`config.mk`:
```
export PLATFORM = sky130hd
export DESIGN_NAME = bm_freeb_ctrl
export DESIGN_NICKNAME = d
export VERILOG_FILES = /design/src/rtl/bm_freeb_ctrl.sv
export SDC_FILE = /design/constraint.sdc
export NUM_CORES = 1
export LEC_CHECK = 0
export ABC_CLOCK_PERIOD_IN_PS = 6550
export BUFFER_PORTS_ARGS = -buffer_cell sky130_fd_sc_hd__buf_2
export CAP_MARGIN = 20
export CORE_MARGIN = 3
export CORE_UTILIZATION = 58
export DETAILED_ROUTE_END_ITERATION = 12
export HOLD_SLACK_MARGIN = 0.06
export PLACE_DENSITY = 0.84
export SLEW_MARGIN = 20
export SYNTH_ARGS = -nofsm -noshare
export SYNTH_HDL_FRONTEND = slang
export SYNTH_SLANG_ARGS = --single-unit
```
`constraint.sdc`:
```
create_clock -name clk -period 6.55 [get_ports clk]
set_clock_uncertainty 0.1 [all_clocks]
set_input_delay 1.31 -clock clk [delete_from_list [all_inputs] [get_ports clk]]
set_output_delay 1.31 -clock clk [all_outputs]
set_load 0.01 [all_outputs]
```
`src/rtl/bm_freeb_ctrl.sv`:
```
// Free-buffer list controller: initialises a RAM-backed FIFO of buffer pointers, then
// serves allocations and two release clients with round-robin arbitration.
`ifndef BUF_PTR_NBITS
`define BUF_PTR_NBITS 3
`endif

module bm_freeb_ctrl #(
  parameter int BUF_NBITS = `BUF_PTR_NBITS,
  parameter int NUM_BUF   = 1 << BUF_NBITS
) (
  input  logic                 clk,
  input  logic                 rst_n,
  input  logic                 freeb_init,
  output logic                 freeb_init_done,
  input  logic                 alloc_req,
  output logic                 alloc_ack,
  output logic [BUF_NBITS-1:0] alloc_ptr,
  input  logic [1:0]           rel_req,
  input  logic [BUF_NBITS-1:0] rel_ptr0,
  input  logic [BUF_NBITS-1:0] rel_ptr1,
  output logic [1:0]           rel_ack,
  output logic                 ram_rd,
  output logic                 ram_wr,
  output logic [BUF_NBITS-1:0] ram_addr,
  output logic [BUF_NBITS-1:0] ram_wdata,
  input  logic [BUF_NBITS-1:0] ram_rdata,
  output logic                 inc_freeb_rd_count,
  output logic                 inc_freeb_wr_count,
  output logic [BUF_NBITS:0]   free_count,
  output logic                 ovf_err
);

  localparam int CW = BUF_NBITS + 1;
  localparam logic [CW-1:0]        NUM_BUF_C = CW'(NUM_BUF);
  localparam logic [BUF_NBITS-1:0] LAST_IDX  = BUF_NBITS'(NUM_BUF - 1);
  localparam logic [BUF_NBITS-1:0] TAIL_INIT = BUF_NBITS'(NUM_BUF);
  localparam logic [1:0] RR_ALLOC = 2'd0;
  localparam logic [1:0] RR_REL0  = 2'd1;
  localparam logic [1:0] RR_REL1  = 2'd2;

  typedef enum logic [1:0] {ST_IDLE = 2'd0, ST_INIT = 2'd1, ST_RUN = 2'd2} state_e;

  state_e               state_q, state_d;
  logic                 freeb_init_q, freeb_init_d;
  logic                 freeb_init_done_q, freeb_init_done_d;
  logic [BUF_NBITS-1:0] head_q, head_d, tail_q, tail_d, init_idx_q, init_idx_d;
  logic [CW-1:0]        free_count_q, free_count_d;
  logic                 ovf_err_q, ovf_err_d;
  logic [1:0]           rr_q, rr_d;
  logic                 alloc_ack_q, alloc_ack_d;
  logic [BUF_NBITS-1:0] alloc_ptr_q, alloc_ptr_d;
  logic [1:0]           rel_ack_q, rel_ack_d;
  logic                 ram_rd_q, ram_rd_d, ram_wr_q, ram_wr_d;
  logic [BUF_NBITS-1:0] ram_addr_q, ram_addr_d, ram_wdata_q, ram_wdata_d;
  logic                 inc_rd_q, inc_rd_d, inc_wr_q, inc_wr_d;

  logic                 init_rise_s, enter_init_s;
  logic                 elig_alloc_s, elig_rel0_s, elig_rel1_s;
  logic [2:0]           pick_s;
  logic [BUF_NBITS-1:0] rel_ptr_s;

  // Returns {valid, winner}, searching from start in the order alloc, rel0, rel1.
  function automatic logic [2:0] rr_pick(input logic [2:0] req, input logic [1:0] start);
    logic [2:0] s;
    rr_pick = 3'b000;
    for (int i = 0; i < 3; i++) begin
      s = {1'b0, start} + 3'(i);
      if (s >= 3'd3) s = s - 3'd3;
      if (!rr_pick[2] && req[s[1:0]]) rr_pick = {1'b1, s[1:0]};
    end
  endfunction

  // An op is ineligible while its own ack is still in flight, since the client still holds req.
  assign init_rise_s  = freeb_init & ~freeb_init_q;
  assign elig_alloc_s = alloc_req && (free_count_q != CW'(0)) && !ram_rd_q && !alloc_ack_q;
  assign elig_rel0_s  = rel_req[0] && !rel_ack_q[0];
  assign elig_rel1_s  = rel_req[1] && !rel_ack_q[1];
  assign pick_s       = rr_pick({elig_rel1_s, elig_rel0_s, elig_alloc_s}, rr_q);
  assign rel_ptr_s    = (pick_s[1:0] == RR_REL1) ? rel_ptr1 : rel_ptr0;

  // Next-state and registered-output computation.
  always_comb begin
    state_d           = state_q;
    freeb_init_d      = freeb_init;
    freeb_init_done_d = freeb_init_done_q;
    head_d            = head_q;
    tail_d            = tail_q;
    init_idx_d        = init_idx_q;
    free_count_d      = free_count_q;
    ovf_err_d         = ovf_err_q;
    rr_d              = rr_q;
    alloc_ack_d       = 1'b0;
    alloc_ptr_d       = alloc_ack_q ? ram_rdata : alloc_ptr_q;
    rel_ack_d         = 2'b00;
    ram_rd_d          = 1'b0;
    ram_wr_d          = 1'b0;
    ram_addr_d        = '0;
    ram_wdata_d       = '0;
    inc_rd_d          = 1'b0;
    inc_wr_d          = 1'b0;
    enter_init_s      = 1'b0;
    case (state_q)
      ST_IDLE: begin
        if (init_rise_s) enter_init_s = 1'b1;
        else             state_d = ST_IDLE;
      end
      ST_INIT: begin
        ram_wr_d    = 1'b1;
        ram_addr_d  = init_idx_q;
        ram_wdata_d = init_idx_q;
        if (init_idx_q == LAST_IDX) begin
          state_d           = ST_RUN;
          head_d            = '0;
          tail_d            = TAIL_INIT;
          free_count_d      = NUM_BUF_C;
          freeb_init_done_d = 1'b1;
        end else begin
          init_idx_d = init_idx_q + BUF_NBITS'(1);
        end
      end
      ST_RUN: begin
        if (init_rise_s) begin
          enter_init_s = 1'b1;
        end else begin
          alloc_ack_d = ram_rd_q;
          if (pick_s[2]) begin
            rr_d = (pick_s[1:0] == RR_REL1) ? RR_ALLOC : pick_s[1:0] + 2'd1;
            if (pick_s[1:0] == RR_ALLOC) begin
              ram_rd_d     = 1'b1;
              ram_addr_d   = head_q;
              head_d       = head_q + BUF_NBITS'(1);
              free_count_d = free_count_q - CW'(1);
              inc_rd_d     = 1'b1;
            end else begin
              rel_ack_d = (pick_s[1:0] == RR_REL0) ? 2'b01 : 2'b10;
              if (free_count_q == NUM_BUF_C) begin
                ovf_err_d = 1'b1;
              end else begin
                ram_wr_d     = 1'b1;
                ram_addr_d   = tail_q;
                ram_wdata_d  = rel_ptr_s;
                tail_d       = tail_q + BUF_NBITS'(1);
                free_count_d = free_count_q + CW'(1);
                inc_wr_d     = 1'b1;
              end
            end
          end else begin
            rr_d = rr_q;
          end
        end
      end
      default: state_d = ST_IDLE;
    endcase
    // Entering INIT drops any operation in flight, including a pending alloc response.
    if (enter_init_s) begin
      state_d           = ST_INIT;
      init_idx_d        = '0;
      head_d            = '0;
      tail_d            = '0;
      free_count_d      = '0;
      ovf_err_d         = 1'b0;
      freeb_init_done_d = 1'b0;
      alloc_ack_d       = 1'b0;
    end else begin
      init_idx_d = init_idx_d;
    end
  end

  // State and output registers with synchronous active-low reset.
  always_ff @(posedge clk) begin
    if (!rst_n) begin
      state_q           <= ST_IDLE;
      freeb_init_q      <= 1'b0;
      freeb_init_done_q <= 1'b0;
      head_q            <= '0;
      tail_q            <= '0;
      init_idx_q        <= '0;
      free_count_q      <= '0;
      ovf_err_q         <= 1'b0;
      rr_q              <= RR_ALLOC;
      alloc_ack_q       <= 1'b0;
      alloc_ptr_q       <= '0;
      rel_ack_q         <= 2'b00;
      ram_rd_q          <= 1'b0;
      ram_wr_q          <= 1'b0;
      ram_addr_q        <= '0;
      ram_wdata_q       <= '0;
      inc_rd_q          <= 1'b0;
      inc_wr_q          <= 1'b0;
    end else begin
      state_q           <= state_d;
      freeb_init_q      <= freeb_init_d;
      freeb_init_done_q <= freeb_init_done_d;
      head_q            <= head_d;
      tail_q            <= tail_d;
      init_idx_q        <= init_idx_d;
      free_count_q      <= free_count_d;
      ovf_err_q         <= ovf_err_d;
      rr_q              <= rr_d;
      alloc_ack_q       <= alloc_ack_d;
      alloc_ptr_q       <= alloc_ptr_d;
      rel_ack_q         <= rel_ack_d;
      ram_rd_q          <= ram_rd_d;
      ram_wr_q          <= ram_wr_d;
      ram_addr_q        <= ram_addr_d;
      ram_wdata_q       <= ram_wdata_d;
      inc_rd_q          <= inc_rd_d;
      inc_wr_q          <= inc_wr_d;
    end
  end

  // Read data arrives the cycle after ram_rd, so the pointer is passed through during the ack.
  assign alloc_ptr          = alloc_ack_q ? ram_rdata : alloc_ptr_q;
  assign freeb_init_done    = freeb_init_done_q;
  assign alloc_ack          = alloc_ack_q;
  assign rel_ack            = rel_ack_q;
  assign ram_rd             = ram_rd_q;
  assign ram_wr             = ram_wr_q;
  assign ram_addr           = ram_addr_q;
  assign ram_wdata          = ram_wdata_q;
  assign inc_freeb_rd_count = inc_rd_q;
  assign inc_freeb_wr_count = inc_wr_q;
  assign free_count         = free_count_q;
  assign ovf_err            = ovf_err_q;

endmodule

```
==> results of run 1 <==
layout by cell type (no fill, tap or decap), types with 2 or more instances in the layout:
master     instances
a211oi_1           3
a21boi_0           3
a21o_1             2
a21oi_1           16
a22oi_1            3
and2_1             7
buf_2             36
clkbuf_4           5
dfxtp_1           35
ha_1              11
inv_1             10
mux2_2             7
mux2i_1            4
nand2_1           22
nand2b_1           4
nand3_1            6
nand4_1            4
nor2_1            12
nor3_1             4
o2111ai_1          3
o21a_1             2
o21ai_0            5
o22ai_1            5
or3_1              2
or4_1              2
xnor2_1            2
cells by family (layout without fill, tap and decap cells):
logic type	count (synthesis)	count (layout)
AO/OA/AOI/OAI	50	50
XOR/XNOR	3	3
adder cells (fa/ha/maj)	12	12
buffers and inverters	18	55
flip-flops	35	35
multiplexers	11	11
AND/OR/NAND/NOR	74	74
flip-flops by register name (all words and copies together), names as in the netlist, 2 cells and up:
register and count:
ram_addr 3, free_count 4, ram_wdata 3, head_q 3, state_q 2, alloc_ptr_q 3, tail_q 3, rr_q 2
rel_ack 2, init_idx_q 3
worst max-delay path, cell delays in order:
cell and delay, ps:
buf_2 90, mux2_2 270, buf_2 140
routing by layer:
layer / track usage / wire [um] / vias up
met1: 0.268 / 1870 / 767
met3: 0.0595 / 160 / 6
met2: 0.363 / 1900 / 38
li1: - / - / 812
met5: 0 / 0 / -
met4: 0.0661 / 36 / 0
final timing paths:
kind	from	endpoint	slack [ps]	cells after the start
setup / recovery	ram_rdata[1]	alloc_ptr[1]	3330	3
setup reg to reg	rr_q[0]$_SDFFE_PN0P_	free_count[3]$_SDFFE_PP0P_	3550	12
hold reg to reg	ovf_err$_SDFFE_PP0P_	ovf_err$_SDFFE_PP0P_	400	2
hold / removal	ovf_err$_SDFFE_PP0P_	ovf_err$_SDFFE_PP0P_	400	2
through the flow:
step / hold WS, ps / setup WS (ps) / power [mW]
6_report: 397 / 3330 / 0.395
5_1_grt: 421 / 3270 / 0.414
4_1_cts: 403 / 3330 / 0.397
3_5_place_dp: 364 / 3010 / 0.248
3_3_place_gp: 348 / 3050 / 0.247
2_1_floorplan: 352 / 3200 / 0.239
final cells by class:
| class | count | area [um^2] |
|---|---|---|
| clock buffer | 5 | 37.5 |
| tap | 42 | 52.6 |
| clock inverter | 3 | 43.8 |
| timing repair buffer | 36 | 180 |
| sequential | 35 | 701 |
| multi-input combinational | 150 | 1050 |
| fill | 245 | 782 |
| inverter | 11 | 48.8 |
power groups by stage:
stage | clock network, mW | logic [mW] | registers, mW
2_1_floorplan | 0 | 0.0195 | 0.220
3_3_place_gp | 0 | 0.0275 | 0.220
3_5_place_dp | 0 | 0.0281 | 0.220
4_1_cts | 0.154 | 0.0285 | 0.215
5_1_grt | 0.167 | 0.0316 | 0.215
6_report | 0.151 | 0.0285 | 0.215
==> impl_metrics.json, run 1 <==
{
  "rsz0062_at_grt": "no",
  "wl_um": 3960,
  "antenna_found_initial": 0,
  "p_sw_frac": 0.226,
  "cts_root_buffer": "clkbuf_4",
  "rows": 19,
  "wire_per_inst_um": 14.0,
  "cts_max_path_buffers": 2,
  "cp-start-kind": "input port",
  "dieArea_mm2": 0.00389,
  "dp.cells": 274,
  "grt_pass1_wl_um": 6770,
  "synth_top_family_by_area": "simple AND/OR/NAND/NOR gates",
  "worst_slew_pin_slew_ps": 665,
  "final_layout_size_suffix_gt1_frac": 0.233,
  "synthArstFlopShare": 0,
  "core_mm2": 0.00290,
  "cts_sinks": 35,
  "io_buffers": 36,
  "hold_viol": 0,
  "drv_slew": 0,
  "crit_required_ps": 5140,
  "grt_usage": 0.215,
  "area_growth_pct": 15.0,
  "p_clk_frac": 0.384,
  "seq_power_share": 0.544,
  "io_pins": 37,
  "syn_inst": 203,
  "p_per_area_mw_per_mm2": 186,
  "place_area_mm2": 0.00204,
  "yosysWarnings": 0,
  "gp_congestion": 0.812,
  "synth_most_common_cell": "dfxtp_1",
  "cts_tree": "done",
  "ir_drop_mv": 0.155,
  "fin_crit_sh": 0.491,
  "grt_pass1_vias": 1495,
  "synth_edf_count": 0,
  "fin_util": 0.730,
  "die_y_um": 62.4,
  "ctsResizeCount": 0,
  "fin_crit_ps": 3220,
  "yosysSeqAreaShare": 0.380,
  "grt_max_degree": 16,
  "hold_path.class": "reg2reg",
  "vias": 1623,
  "ys_types": 50,
  "intPower_mw": 0.306,
  "combPwrFrac": 0.072,
  "drc": 0,
  "netlist_top_cells_area": "dfxtp_1 38%, ha_1 7.5%, nand2_1 4.5%, a21oi_1 4.3%, mux2_2 4.3%",
  "crit_fanout": 2,
  "p_sw_mw": 0.0892,
  "crit_path_end_kind": "output port",
  "syn-cell-area_mm2": 0.00184,
  "nets": 266,
  "dpl.hpwl_um": 2970,
  "synth_adder_area_share": 0.0856,
  "cts.htree.levels": 2,
  "yosys-top-cells-count": "35 x dfxtp_1, 22 x nand2_1, 16 x a21oi_1, 12 x nor2_1, 11 x ha_1",
  "design_area_mm2": 0.00212,
  "ys_seq_elements": 35,
  "synth_compound_area_frac": 0.184,
  "yosys_most_used_dff": "dfxtp_1",
  "syn_avg_cell_area_um2": 9.07,
  "drt_iter0_markers": 102,
  "fin_tns_setup_ps": 0,
  "finalNonFillerCells": 282,
  "cts_hold_buffers": 0,
  "p_leak_nw": 0.891,
  "slew_headroom": 0.553,
  "die_w_um": 62.4,
  "start_util": 0.635,
  "status": "finished, final reports clean",
  "setup_viol": 0,
  "clk_pin_slew_ps": 100,
  "yosys.area.top_type": "dfxtp_1",
  "synthXorXnorAreaFrac": 0.0143,
  "clkLatencyLatePin_ps": 340,
  "synthMuxAreaShare": 0.0645,
  "synth_nets": 230,
  "critPathKind": "in2out",
  "cap_violations": 0,
  "num_antenna_cells": 0,
  "post-cts-setup-buffers": 0,
  "overflow": 0,
  "arrival_ps": 1810,
  "ant_nets": 0,
  "clock.fmax_ghz": 0.311,
  "synth-simple-area-share": 0.224,
  "numCtsBuffers": 5,
  "dr.pass1.iters": 4,
  "viasPerCell": 5.76,
  "synth_top_cell_area_share": 0.380
}
No activity file was read; power rests on OpenSTA's default activity.
==> run 2, diff against run 1 <==
Settings changed: ABC_CLOCK_PERIOD_IN_PS 6550 to 3030, CORE_UTILIZATION 58 to 54, PLACE_DENSITY 0.84 to 0.79.
Clock period 6.55 ns to 3.03 ns, I/O delays scaled along.
==> impl_metrics.json, run 2 (synthesis results as in run 1) <==
{
  "hold_path.class": "reg2reg",
  "setup_viol": 0,
  "p_clk_frac": 0.316,
  "die_w_um": 64.4,
  "cap_violations": 0,
  "overflow": 0,
  "rsz0062_at_grt": "no",
  "drc": 0,
  "p_leak_nw": 0.898,
  "seq_power_share": 0.603,
  "nets": 270,
  "fin_util": 0.677,
  "clock.fmax_ghz": 0.347,
  "crit_path_end_kind": "flop",
  "cts_sinks": 35,
  "critPathKind": "reg2reg",
  "p_per_area_mw_per_mm2": 361,
  "numCtsBuffers": 5,
  "rows": 20,
  "hold_end": "freeb_init_done$_SDFFE_PP0P_",
  "cts_root_buffer": "clkbuf_4",
  "cp_cell_sequence": "inv_1 -> ha_1 -> or2_0 -> o32a_1 -> o211a_4 -> inv_8 -> ha_1 -> a21o_1 -> a21o_1 -> mux2i_1 -> nand3_1 -> a32o_1",
  "arrival_ps": 3010,
  "fin_ws_ps": 152,
  "whs_ps": 382,
  "power.total_mw": 0.770,
  "io_buffers": 36,
  "cp-start-kind": "flop",
  "critPathSlowestCell": "dfxtp_1",
  "clkLatencyLatePin_ps": 340,
  "p_sw_mw": 0.193,
  "clk_pin_slew_ps": 100,
  "cts_tree": "done",
  "grt_max_degree": 16,
  "slew_headroom": 0.650,
  "cts.htree.levels": 2,
  "final_cell_mix": "36 x buf_2, 35 x dfxtp_1, 22 x nand2_1, 16 x a21oi_1, 12 x nor2_1",
  "io_pins": 37,
  "fin_crit_sh": 0.950,
  "grt_pass1_wl_um": 6880,
  "viasPerCell": 5.53,
  "gp_congestion": 0.825,
  "drv_slew": 0,
  "num_antenna_cells": 0,
  "vias": 1594,
  "worst_slew_pin_slew_ps": 520,
  "p_sw_frac": 0.250,
  "nFillCells": 288,
  "r2r_cells": 12,
  "ctsResizeCount": 0,
  "grt_pass1_vias": 1505,
  "drt_iter0_markers": 106,
  "wire_per_inst_um": 13.5,
  "combPwrFrac": 0.081,
  "start_util": 0.584,
  "dp_slack_ps": 157,
  "final_layout_size_suffix_gt1_frac": 0.250,
  "cts_hold_buffers": 0,
  "hold_viol": 0,
  "layout_commonest_cell": "buf_2",
  "slowest_delay_ps": 350,
  "area_growth_pct": 16.0,
  "r2r_end": "free_count[3]$_SDFFE_PP0P_",
  "r2r_setup_slack_ps": 150,
  "intPower_mw": 0.578,
  "fin_crit_ps": 2880,
  "ant_nets": 0,
  "cts_max_path_buffers": 2,
  "status": "finished, final reports clean",
  "grt_usage": 0.208,
  "hp-start": "freeb_init_done$_SDFFE_PP0P_",
  "dpl.hpwl_um": 2970,
  "core_mm2": 0.00315,
  "hold_depth": 2,
  "antenna_found_initial": 0,
  "ir_drop_mv": 0.306,
  "crit_required_ps": 3170,
  "dieArea_mm2": 0.00415,
  "dr.pass1.iters": 4,
  "largest_reg_flops": 4,
  "die_y_um": 64.4,
  "crit_fanout": 9,
  "fin_tns_setup_ps": 0,
  "r2r_start": "rr_q[0]$_SDFFE_PN0P_",
  "post-cts-setup-buffers": 0,
  "wl_um": 3880
}
[run 2: changes by cell type in the layout (fill, tap and decap cells not counted)]
cell	delta
nor4b_1	-1
clkbuf_1	+1
a21boi_1	+1
nor4b_2	+1
clkinvlp_4	+1
nor4_1	-1
clkinv_4	-1
nor4_2	+1
buf_4	+4
bufinv_16	-1
a21boi_0	-1
[run 2: worst max-delay path by stage]
| stage | cells past startpoint | slack [ps] | start | to |
|---|---|---|---|---|
| 4_1_cts | 12 | 140 | rr_q[0]$_SDFFE_PN0P_ | free_count[3]$_SDFFE_PP0P_ |
| 2_1_floorplan | 13 | 230 | rr_q[0]$_SDFFE_PN0P_ | free_count[3]$_SDFFE_PP0P_ |
| 5_1_grt | 12 | 30 | rr_q[0]$_SDFFE_PN0P_ | free_count[3]$_SDFFE_PP0P_ |
| 3_3_place_gp | 11 | 210 | alloc_req | free_count[3]$_SDFFE_PP0P_ |
| 6_report | 12 | 150 | rr_q[0]$_SDFFE_PN0P_ | free_count[3]$_SDFFE_PP0P_ |
| 3_5_place_dp | 11 | 160 | alloc_req | free_count[3]$_SDFFE_PP0P_ |
[run 2: power by group through the flow]
stage | registers, mW | clock network, mW | logic [mW]
final | 0.464 | 0.243 | 0.0624
after global routing | 0.465 | 0.273 | 0.0703
after CTS | 0.464 | 0.253 | 0.0623
after detailed placement | 0.475 | 0 | 0.0620
after global placement | 0.475 | 0 | 0.0606
after floorplan | 0.475 | 0 | 0.0421
[run 2: critical path: cells and delay by family (launching register included)]
kind | cells | cell delay, ps
AOI/OAI and AO/OA | 5 | 1290
buffers and inverters | 2 | 160
adders and majority gates | 2 | 430
DFF | 1 | 350
muxes | 1 | 130
and+or+nand+nor | 2 | 300
[run 2: per-layer routing]
layer	share of wire	GRT usage	vias to the layer above
li1	-	-	824
met1	0.47	0.273	728
met2	0.46	0.339	36
met3	0.054	0.0580	6
met4	0.010	0.0475	0
met5	0	0	-
[run 2: stage by stage]
| stage | cells | cell area [um^2] |
|---|---|---|
| 2_1_floorplan | 203 | 1840 |
| 3_3_place_gp | 280 | 2070 |
| 3_5_place_dp | 280 | 2070 |
| 4_1_cts | 288 | 2120 |
| 5_1_grt | 288 | 2140 |
| 6_report | 288 | 2140 |
[run 2: final cells by class]
cell class,count,area [um^2],share of cell area
clock buffers,6,41.3,0.0193
inverters,11,48.8,0.0228
repair buffers,40,210,0.0984
clock inverters,2,12.5,0.00586
multi-input cells,150,1070,0.500
flip-flops and latches,35,701,0.328
well taps,44,55.1,0.0258
==> run 3, diff against run 2 <==
Settings changed: ABC_CLOCK_PERIOD_IN_PS 3030 to 2600, CELL_PAD_IN_SITES_DETAIL_PLACEMENT from default to 1, CELL_PAD_IN_SITES_GLOBAL_PLACEMENT from default to 1, CORE_UTILIZATION 54 to 37, PLACE_DENSITY 0.79 to default, PLACE_DENSITY_LB_ADDON from default to 0.1.
Clock period 3.03 ns to 2.6 ns, I/O delays scaled along.
==> impl_metrics.json, run 3 (synthesis results as in run 1) <==
{
  "status": "finished, final reports clean",
  "io_pins": 37,
  "cap_violations": 0,
  "nFillCells": 574,
  "intPower_mw": 0.760,
  "rows": 25,
  "viasPerCell": 5.15,
  "num_antenna_cells": 0,
  "cts_sinks": 35,
  "cts_root_buffer": "clkbuf_8",
  "p_leak_nw": 0.991,
  "hold_depth": 2,
  "hold_viol": 0,
  "p_sw_frac": 0.256,
  "slew_headroom": 0.661,
  "io_buffers": 36,
  "dpl.hpwl_um": 3770,
  "die_y_um": 76.6,
  "start_util": 0.387,
  "fin_crit_ps": 2580,
  "worst_slew_pin_slew_ps": 495,
  "finalNonFillerCells": 326,
  "die_w_um": 76.6,
  "crit_required_ps": 2690,
  "final_layout_size_suffix_gt1_frac": 0.320,
  "clock.fmax_ghz": 0.388,
  "arrival_ps": 2670,
  "core_mm2": 0.00475,
  "gp_congestion": 0.808,
  "fin_crit_sh": 0.991,
  "vias": 1678,
  "dr.pass1.iters": 4,
  "cts.htree.levels": 2,
  "fin_util": 0.494,
  "wl_um": 4840,
  "layout_commonest_cell": "buf_2",
  "rsz0062_at_grt": "yes",
  "cts_max_path_buffers": 2,
  "grt_usage": 0.179,
  "dp.cells": 318,
  "r2r_cells": 12,
  "p_per_area_mw_per_mm2": 434,
  "ant_nets": 0,
  "seqCellArea_um2": 702,
  "numCtsBuffers": 5,
  "seq_power_share": 0.530,
  "post-cts-setup-buffers": 0,
  "grt_pass1_vias": 1696,
  "dieArea_mm2": 0.00586,
  "drc": 0,
  "cp-start-kind": "flop",
  "crit_path_end_kind": "flop",
  "crit_fanout": 3,
  "nets": 285,
  "antenna_found_initial": 0,
  "grt_pass1_wl_um": 8360,
  "overflow": 0,
  "clkLatencyLatePin_ps": 290,
  "final_cell_mix": "36 x buf_2, 34 x dfxtp_1, 22 x nand2_1, 19 x buf_4, 16 x a21oi_1",
  "drt_iter0_markers": 77,
  "critPathKind": "reg2reg",
  "multi_input_area_mm2": 0.00110,
  "largest_reg_flops": 4,
  "drv_slew": 0,
  "p_sw_mw": 0.261,
  "grt_max_degree": 16,
  "combPwrFrac": 0.079,
  "cts_tree": "done",
  "cts_hold_buffers": 0,
  "fin_tns_setup_ps": 0,
  "setup_viol": 0,
  "clk_pin_slew_ps": 80,
  "ir_drop_mv": 0.155,
  "hold_path.class": "in2reg",
  "p_clk_frac": 0.391,
  "power.total_mw": 1.02,
  "wire_per_inst_um": 14.9,
  "area_growth_pct": 27.6
}
[run 3: final timing paths]
check / startpoint / to / slack, ps
min reg2reg: freeb_init_done$_SDFFE_PP0P_ / freeb_init_done$_SDFFE_PP0P_ / 370
min: freeb_init / freeb_init_q$_SDFF_PN0_ / 360
max: rr_q[0]$_SDFFE_PN0P_ / free_count[3]$_SDFFE_PP0P_ / 20
max reg2reg: rr_q[0]$_SDFFE_PN0P_ / free_count[3]$_SDFFE_PP0P_ / 20
[run 3: timing repair]
item / 4_1_cts / 5_1_grt
resized for setup: 1 / 4
pin swaps: 3 / 1
setup endpoints to repair: 1 / 2
[run 3: final cells by class]
| cell class | instances | area share |
|---|---|---|
| Tap cell | 67 | 0.0357 |
| Sequential cell | 35 | 0.299 |
| Clock inverter | 3 | 0.00852 |
| Timing Repair Buffer | 55 | 0.137 |
| Inverter | 11 | 0.0208 |
| Clock buffer | 5 | 0.0293 |
| Multi-Input combinational cell | 150 | 0.470 |
[run 3: through the flow]
step	hold WS (ps)	setup WS (ps)	cell area (um^2)
after detailed placement	359	-19.7	2240
after global placement	353	29.7	2240
final	360	22.3	2350
after floorplan	352	-120	1870
after global routing	368	-121	2350
after CTS	359	4.67	2330
[run 3: layer usage]
| metal | track usage | vias to the layer above | routed length [um] |
|---|---|---|---|
| met5 | 0 | - | 0 |
| met4 | 0.0489 | 0 | 48 |
| met3 | 0.0437 | 4 | 192 |
| met2 | 0.285 | 38 | 2230 |
| met1 | 0.241 | 788 | 2380 |
| li1 | - | 848 | - |
[run 3: power groups by stage]
stage          logic [mW]  clock network (mW)  registers, mW
3_3_place_gp       0.0778                   0          0.554
6_report           0.0806               0.399          0.541
2_1_floorplan      0.0496                   0          0.553
3_5_place_dp       0.0793                   0          0.554
5_1_grt            0.0917               0.439          0.542
4_1_cts            0.0801               0.410          0.541
[run 3: critical path, cell delays in order (launching register included)]
cell and delay (ps):
dfxtp_2 340, inv_2 50, ha_4 140, or2_0 210, o32a_1 310, o211a_4 280
inv_8 60, ha_4 190, a21o_1 140, a21o_1 190, mux2i_1 150, nand3_1 100
a32o_1 220
